$ cat config.mk
export PLATFORM = sky130hd
export DESIGN_NAME = pixel_writer
export DESIGN_NICKNAME = d
export VERILOG_FILES = /design/src/rtl/pixel_writer.sv
export SDC_FILE = /design/constraint.sdc
export NUM_CORES = 1
export LEC_CHECK = 0
export CAP_MARGIN = 10
export CELL_PAD_IN_SITES_DETAIL_PLACEMENT = 2
export CELL_PAD_IN_SITES_GLOBAL_PLACEMENT = 2
export CORE_MARGIN = 3
export CORE_UTILIZATION = 23
export CTS_BUF_LIST = sky130_fd_sc_hd__clkbuf_16
export DETAILED_ROUTE_END_ITERATION = 8
export GPL_TIMING_DRIVEN = 0
export HOLD_SLACK_MARGIN = 0.15
export PLACE_DENSITY_LB_ADDON = 0.1
export SYNTH_ARGS = -nofsm -noshare
export SYNTH_HDL_FRONTEND = slang
export SYNTH_SLANG_ARGS = --single-unit
$ cat constraint.sdc
create_clock -name CLK -period 1.6 [get_ports CLK]
set_input_delay 0.16 -clock CLK [delete_from_list [all_inputs] [get_ports CLK]]
set_output_delay 0.16 -clock CLK [all_outputs]
set_load 0.01 [all_outputs]
$ cat src/rtl/pixel_writer.sv
// Pixel pair packer: collects two 24-bit RGB pixels into one 48-bit memory
// word and writes it at a frame-relative word address. The address wraps
// after MAX_ADDR, and FRAME_DONE pulses to mark the end of a frame.
// Every output comes straight from a register, so the memory side sees
// glitch-free strobes.
module pixel_writer #(
  parameter int unsigned ADDR_W   = 5,
  parameter int unsigned MAX_ADDR = 31
) (
  input  logic              CLK,
  input  logic              RESET,
  input  logic [23:0]       RGB_IN,
  input  logic              PIXEL_VALID,
  input  logic              FRAME_START,
  input  logic              INTERFACE_EN,
  output logic              PIXEL_READY,
  output logic [47:0]       DATA_OUT,
  output logic [ADDR_W-1:0] MEM_ADDR,
  output logic              MEM_WE,
  output logic              FRAME_DONE
);

  localparam logic [ADDR_W-1:0] MaxAddr = ADDR_W'(MAX_ADDR);

  typedef enum logic [2:0] {
    StFirst,
    StSecond,
    StWait,
    StWrite,
    StIncr
  } state_e;

  state_e            r_state;
  logic              r_ready;
  logic              r_we;
  logic              r_done;
  logic [47:0]       r_data;
  logic [ADDR_W-1:0] r_addr;

  logic              w_at_max;

  // Last word of the frame is being retired in INCR.
  assign w_at_max = (r_addr == MaxAddr);

  // Single-process FSM. The ready, strobe and done outputs are registered
  // alongside the state, so each one is set on the edge that enters the
  // state it belongs to.
  always_ff @(posedge CLK or negedge RESET) begin
    if (!RESET) begin
      r_state <= StFirst;
      r_ready <= 1'b1;
      r_we    <= 1'b0;
      r_done  <= 1'b0;
      r_data  <= '0;
      r_addr  <= '0;
    end else if (FRAME_START) begin
      // Restart wins over everything else. Any half-built word is dropped.
      // A strobe already on the bus this cycle still completes.
      r_state <= StFirst;
      r_ready <= 1'b1;
      r_we    <= 1'b0;
      r_done  <= 1'b0;
      r_data  <= '0;
      r_addr  <= '0;
    end else begin
      r_we   <= 1'b0;
      r_done <= 1'b0;
      unique case (r_state)
        StFirst: begin
          if (PIXEL_VALID) begin
            r_data[47:24] <= RGB_IN;
            r_state       <= StSecond;
          end
        end
        StSecond: begin
          if (PIXEL_VALID) begin
            r_data[23:0] <= RGB_IN;
            r_state      <= StWait;
            r_ready      <= 1'b0;
          end
        end
        StWait: begin
          // Stall here for as long as the memory side needs.
          if (INTERFACE_EN) begin
            r_state <= StWrite;
            r_we    <= 1'b1;
          end
        end
        StWrite: begin
          r_state <= StIncr;
        end
        StIncr: begin
          if (w_at_max) begin
            r_addr <= '0;
            r_done <= 1'b1;
          end else begin
            r_addr <= r_addr + ADDR_W'(1);
          end
          r_state <= StFirst;
          r_ready <= 1'b1;
        end
        default: begin
          r_state <= StFirst;
          r_ready <= 1'b1;
        end
      endcase
    end
  end

  assign PIXEL_READY = r_ready;
  assign DATA_OUT    = r_data;
  assign MEM_ADDR    = r_addr;
  assign MEM_WE      = r_we;
  assign FRAME_DONE  = r_done;

endmodule
==> run_results.csv, run 1 <==
group,metric,value,unit
grt,grt_max_degree,60,
timing,relSlewSlack,46.1,%
timing,slew_violations,0,
timing,tightest_slew,0.808,ns
finish,layout.nets,396,
drt,wl_met2,4200,um
power,peakVddDrop,0.380,mV
drt,wl_per_cell,16.7,um
critical_path,r2r-start,"r_state[2]$_DFFE_PN0P_",
placed_design,numPortBuffers,84,
clock_tree,cts.reportedPaths.clkPinSlew,0.05,ns
critical_path,cp-end-kind,"flop",
timing,rsz0062_at_grt,"true",
floorplanning,die_h,109,um
critical_path,crit_type,"flop to flop",
power,power.leakage,1.66,nW
critical_path,crit_start,"r_state[2]$_DFFE_PN0P_",
floorplanning,die-area,11800,um2
clock_tree,clockRootBuffer,"clkbuf_16",
critical_path,required,1.85,ns
grt,antenna_found_initial,0,
logic_synthesis,synth_top_area_cell,"dfrtp_1",
timing,finalHoldViolCount,0,
logic_synthesis,yosys_register_bits,59,
logic_synthesis,ys_top_cells_by_area,"dfrtp_1, nand2_1, a21oi_1",
clock_tree,cts_made_buffers,9,
timing,min_period_over_period,104,%
placed_design,dp_slack,-0.661,ns
drt,drc,0,
critical_path,rr_endpoint,"MEM_ADDR[2]$_DFFE_PN0P_",
critical_path,crit_fanout,7,
drt,routed.top_layer,"met4",
drt,wl_met3,547,um
finish,n_antenna_cell,0,
clock_tree,clock_latency,0.32,ns
logic_synthesis,synth_area,2430,um2
clock_tree,cts_max_path_buffers,2,
placed_design,finalWeightedCongestion,0.700,
drt,routed_wl,8420,um
timing,min_period,1.66,ns
floorplanning,die_x,109,um
floorplanning,start_util,24.3,%
logic_synthesis,synth.most_common_cell,"nand2_1",
grt,grt_pass1_vias,2601,
timing,maxClockFrequency,601,MHz
critical_path,endpoint,"MEM_ADDR[2]$_DFFE_PN0P_",
drt,drtIter0Drc,48,
logic_synthesis,syn_inst,261,
logic_synthesis,ys_seq_area_share,60.8,%
critical_path,critPathLaunchType,"flop",
logic_synthesis,yosys_warnings,0,
logic_synthesis,synth.top_cell.area_share,59.8,%
hold_path,min_path_type,"primary input to flop",
drt,wl_met1,3550,um
floorplanning,core,10000,um2
logic_synthesis,synth_common_cells,"nand2_1, dfrtp_1, a21oi_1, clkbuf_1, buf_2",
logic_synthesis,synth_flop_cell,"dfrtp_1",
drt,vias,2235,
logic_synthesis,syn_avg_cell_area,9.30,um2
floorplanning,rows,36,
timing,fin_tns_setup,-0.506,ns
floorplanning,io_pins,85,
finish,area_growth,63.5,%
power,p_per_area,979,nW/um2
placed_design,hpwl,5740,um
timing,skew,0.00642,ns
clock_tree,cts_tree,"built",
critical_path,rr_worst_depth,3,
grt,grt_usage,15.1,%
drt,antenna_left,0,
finish,drive_gt1_share,17.3,%
run_status,violations,"negative setup slack",
drt,drtPass1Iterations,4,
grt,grt_pass1_wl,13500,um
logic_synthesis,syn-num-nets,292,
logic_synthesis,synth_enable_flop_cells,0,
logic_synthesis,ys_types,27,
flow_run,max_cap_violations,0,
critical_path,crit_arrival,1.91,ns
clock_tree,htreeDepth,3,
grt,grt_overflow,0,
timing,finalSetupViolCount,22,
run_status,status,"finished, violations left",
logic_synthesis,async_reset_ff_share,100,%
drt,via_per_inst,4.44,
critical_path,rrSetupSlack,-0.06,ns
timing,worst_slack,-0.0626,ns
clock_tree,clock-sinks,59,
-- sequential cells by signal (all words and copies together) (netlist names) --
name and count:
DATA_OUT 48, r_state 3, MEM_WE 1, PIXEL_READY 1, MEM_ADDR 5, FRAME_DONE 1
-- critical path, stage by stage (launching register included) --
cell and delay (ns):
dfrtp_2 0.45, or3b_4 0.46, or4b_4 0.53, a21oi_2 0.14
-- power breakdown --
group          switching, W  total (W)  internal (W)
Combinational      0.000295   0.000599      0.000304
Clock              0.000660    0.00168       0.00101
Sequential        0.0000461    0.00161       0.00157
-- cells by family after synthesis --
family          synth area share [%]
compound gates                  12.0
fa+ha+maj                       1.03
buf+inv                         3.35
flops                           60.8
mux                            0.824
simple gates                    21.9
-- placed cells by master, fill, tap and decap left out, types with 2 or more instances in the layout --
cell / count
nand2_1: 95
clkdlybuf4s50_1: 82
dfrtp_1: 54
a21oi_1: 45
buf_4: 15
clkbuf_16: 9
a21oi_2: 7
clkbuf_1: 5
buf_6: 5
dfrtp_2: 4
nor2_1: 4
inv_1: 4
nand2_2: 3
clkinv_2: 3
nor3b_1: 2
o21ai_0: 2
or4b_4: 2
mux2i_1: 2
nand2_4: 2
ha_4: 2
-- repair_timing --
| action | 4_1_cts | 5_1_grt |
|---|---|---|
| resized for setup | 23 | 34 |
| endpoints found under the setup margin | 44 | 48 |
| hold buffers | 1 | 0 |
| endpoints found under the hold margin | 58 | 0 |
| setup buffers | 11 | 2 |
| pin swaps | 5 | 15 |
-- final cells by class --
type,count,area [um2]
Timing Repair Buffer,98,976
Fill cell,1121,6030
Tap cell,133,166
Buffer,15,103
Multi-Input combinational cell,182,987
Sequential cell,59,1480
Clock buffer,9,225
Clock inverter,7,30.0
-- how the worst min path moves through the flow --
stage	depth (start not counted)	end	from	slack (ns)
after floorplan	0	DATA_OUT[0]$_DFFE_PN0P_	RESET	-0.14
after global placement	2	PIXEL_READY$_DFFE_PN1P_	PIXEL_READY$_DFFE_PN1P_	0.45
final	3	r_state[1]$_DFFE_PN0P_	PIXEL_VALID	0.30
after CTS	3	DATA_OUT[2]$_DFFE_PN0P_	RGB_IN[2]	0.41
after detailed placement	1	MEM_ADDR[2]$_DFFE_PN0P_	RESET	0.31
after global routing	3	r_state[1]$_DFFE_PN0P_	PIXEL_VALID	0.33
-- per-stage QoR --
step                util, %  area [um2]  total power, W  hold WS [ns]  cells
floorplan                 -        2480         0.00185        -0.136    261
global placement       34.9        3490         0.00218         0.451    478
detailed placement     34.8        3480         0.00219         0.309    478
CTS                    39.0        3900         0.00395         0.406    505
global route           39.7        3970         0.00410         0.334    503
finish                 39.7        3970         0.00389         0.297    503
-- metal layers --
metal | vias to the layer above | track usage (%)
li1 | 1066 | -
met1 | 1105 | 18.0
met2 | 57 | 25.5
met3 | 7 | 4.50
met4 | 0 | 5.95
met5 | - | 0
Note: power is estimated with default switching activity, not from simulation.
==> inputs of run 2 (changes only) <==
- REMOVE_ABC_BUFFERS: not set -> 1
==> run 2 against run 1 <==
Effect of this change: the flow still finishes with violations (negative setup slack); global-route usage is 0.32 points lower; via count is 1.3% lower; first-iteration DRC count is 25% higher; cell area is 1.1% lower; setup slack better by 0.059 ns; critical path depth is 2 higher; sequential cell count stayed put; largest power group unchanged.
==> run_results.csv, run 2 (same netlist as run 1, synthesis figures left out) <==
group,metric,value,unit
grt,antenna_found_initial,0,
finish,multiInputGateArea,961,um2
power,power.leakage,1.65,nW
finish,area_growth,61.6,%
timing,fin_tns_setup,-0.00386,ns
timing,worst_slack,-0.00386,ns
drt,drc,0,
hold_path,whs_path_depth,2,
run_status,violations,"negative setup slack",
drt,routed_wl,8280,um
critical_path,slowest_stage,"or4b_4",
clock_tree,clock-sinks,59,
floorplanning,io_pins,85,
drt,drtPass1Iterations,4,
drt,wl_per_cell,16.7,um
timing,maxClockFrequency,623,MHz
clock_tree,cts_made_buffers,9,
critical_path,crit_type,"flop to flop",
floorplanning,start_util,24.3,%
power,pwr-share-seq,40.4,%
grt,grt_usage,14.8,%
critical_path,rr_worst_depth,5,
clock_tree,cts_tree,"built",
power,p_switching,0.000967,W
timing,skew,0.00577,ns
floorplanning,core,10000,um2
clock_tree,clockRootBuffer,"clkbuf_16",
power,p_int,0.00301,W
hold_path,worstHoldStart,"FRAME_START",
drt,drtIter0Drc,60,
grt,grt_pass1_wl,12900,um
critical_path,crit_arrival,1.86,ns
placed_design,dpl.cell_count,462,
critical_path,critPathLaunchType,"flop",
power,total_power,0.00398,W
finish,fill_cells,1124,
placed_design,dp_slack,-0.621,ns
critical_path,path_cells,"ha_4 > and3_4 > ha_4 > or4b_4 > a21oi_2",
critical_path,critPathTopFamily,"simple AND/OR/NAND/NOR gates",
timing,min_period_over_period,100,%
critical_path,crit_fanout,6,
power,clock_power_share,45.4,%
placed_design,numPortBuffers,84,
timing,tightest_slew,0.813,ns
floorplanning,rows,36,
grt,grt_max_degree,60,
finish,final_cells,495,
finish,regArea,1480,um2
critical_path,worst-path-buf-inv,0,
critical_path,rr_endpoint,"MEM_ADDR[2]$_DFFE_PN0P_",
critical_path,cp-end-kind,"flop",
timing,relSlewSlack,45.8,%
power,peakVddDrop,0.426,mV
floorplanning,die-area,11800,um2
finish,n_antenna_cell,0,
floorplanning,die_h,109,um
floorplanning,die_x,109,um
critical_path,r2r-start,"MEM_ADDR[0]$_DFFE_PN0P_",
drt,vias,2207,
finish,final_common_cell,"nand2_1",
finish,largest_reg_flops,48,
drt,via_per_inst,4.46,
hold_path,hold_end,"DATA_OUT[27]$_DFFE_PN0P_",
clock_tree,cts.reportedPaths.clkPinSlew,0.05,ns
run_status,status,"finished, violations left",
timing,rsz0062_at_grt,"true",
critical_path,cp_common_cell,"ha_4",
power,comb_power_share,14.2,%
grt,grt_pass1_vias,2382,
drt,antenna_left,0,
clock_tree,cts_max_path_buffers,2,
finish,drive_gt1_share,13.5,%
clock_tree,htreeDepth,3,
finish,layout_common_cells,"nand2_1, clkdlybuf4s50_1, dfrtp_1",
critical_path,cpPeakStageDelay,0.48,ns
critical_path,rrSetupSlack,-0.004,ns
finish,layout.nets,388,
grt,grt_overflow,0,
power,p_per_area,1010,nW/um2
clock_tree,clock_latency,0.33,ns
hold_path,min_path_type,"primary input to flop",
timing,finalSetupViolCount,1,
critical_path,required,1.86,ns
timing,finalHoldViolCount,0,
timing,slew_violations,0,
power,p_sw_share,24.3,%
placed_design,hpwl,5360,um
flow_run,max_cap_violations,0,
timing,min_period,1.60,ns
placed_design,finalWeightedCongestion,0.687,
==> run 2: changes by cell type in the layout (fill, tap and decap cells not counted), moves of 5 or more <==
| cell | delta |
|---|---|
| a21oi_2 | -5 |
| nand2_1 | +5 |
| clkbuf_1 | -5 |
| a21oi_1 | +5 |
==> run 2: worst max-delay path by stage <==
| stage | from | end | cells past startpoint | slack [ns] |
|---|---|---|---|---|
| 3_5_place_dp | PIXEL_VALID | DATA_OUT[16]$_DFFE_PN0P_ | 5 | -0.62 |
| 4_1_cts | MEM_ADDR[0]$_DFFE_PN0P_ | MEM_ADDR[2]$_DFFE_PN0P_ | 5 | -0.02 |
| 6_report | MEM_ADDR[0]$_DFFE_PN0P_ | MEM_ADDR[2]$_DFFE_PN0P_ | 5 | -0.004 |
| 5_1_grt | MEM_ADDR[1]$_DFFE_PN0P_ | MEM_ADDR[3]$_DFFE_PN0P_ | 7 | -0.06 |
| 3_3_place_gp | PIXEL_VALID | DATA_OUT[13]$_DFFE_PN0P_ | 4 | -3.30 |
| 2_1_floorplan | r_state[1]$_DFFE_PN0P_ | DATA_OUT[0]$_DFFE_PN0P_ | 3 | -1.0 |
==> run 2: layer usage <==
metal / GRT usage [%] / share of wire [%] / routed length (um)
met4: 7.03 / 2.0 / 162
met2: 24.1 / 49 / 4050
met1: 17.9 / 44 / 3630
met3: 4.20 / 5.2 / 430
met5: 0 / 0 / 0
==> run 2: repair_timing <==
| action | in CTS | in global routing |
|---|---|---|
| resized for setup | 14 | 9 |
| cloned | 0 | 1 |
| hold buffers | 1 | 0 |
| pin swaps | 8 | 4 |
| setup buffers | 13 | 2 |
| hold endpoints to repair | 58 | 0 |
| endpoints found under the setup margin | 52 | 19 |
==> run 2: metrics by stage <==
stage               instance area [um2]  util [%]  hold WS (ns)
floorplan                          2350         -        -0.136
global placement                   3350      33.5         0.453
detailed placement                 3430      34.3         0.312
CTS                                3870      38.7         0.299
global route                       3930      39.3         0.320
finish                             3930      39.3         0.296
==> run 2: final cells by class <==
cell class                      instances  share of cell area, %
Multi-Input combinational cell        182                   24.5
Tap cell                              133                   4.24
Clock inverter                          7                   1.34
Clock buffer                            9                   5.74
Timing Repair Buffer                  105                   26.4
Sequential cell                        59                   37.8
==> run 2: power groups by stage <==
stage | Sequential, W | Clock [W] | Combinational (W)
after floorplan | 0.00166 | 0 | 0.000138
after global placement | 0.00164 | 0 | 0.000509
after detailed placement | 0.00164 | 0 | 0.000533
after CTS | 0.00161 | 0.00186 | 0.000567
after global routing | 0.00162 | 0.00196 | 0.000628
final | 0.00161 | 0.00181 | 0.000566
==> inputs of run 3 (changes only) <==
- CTS_CLUSTER_DIAMETER: not set -> 40
==> results of run 3 <==
Final layout, timing and power as in run 2 (identical DEF).
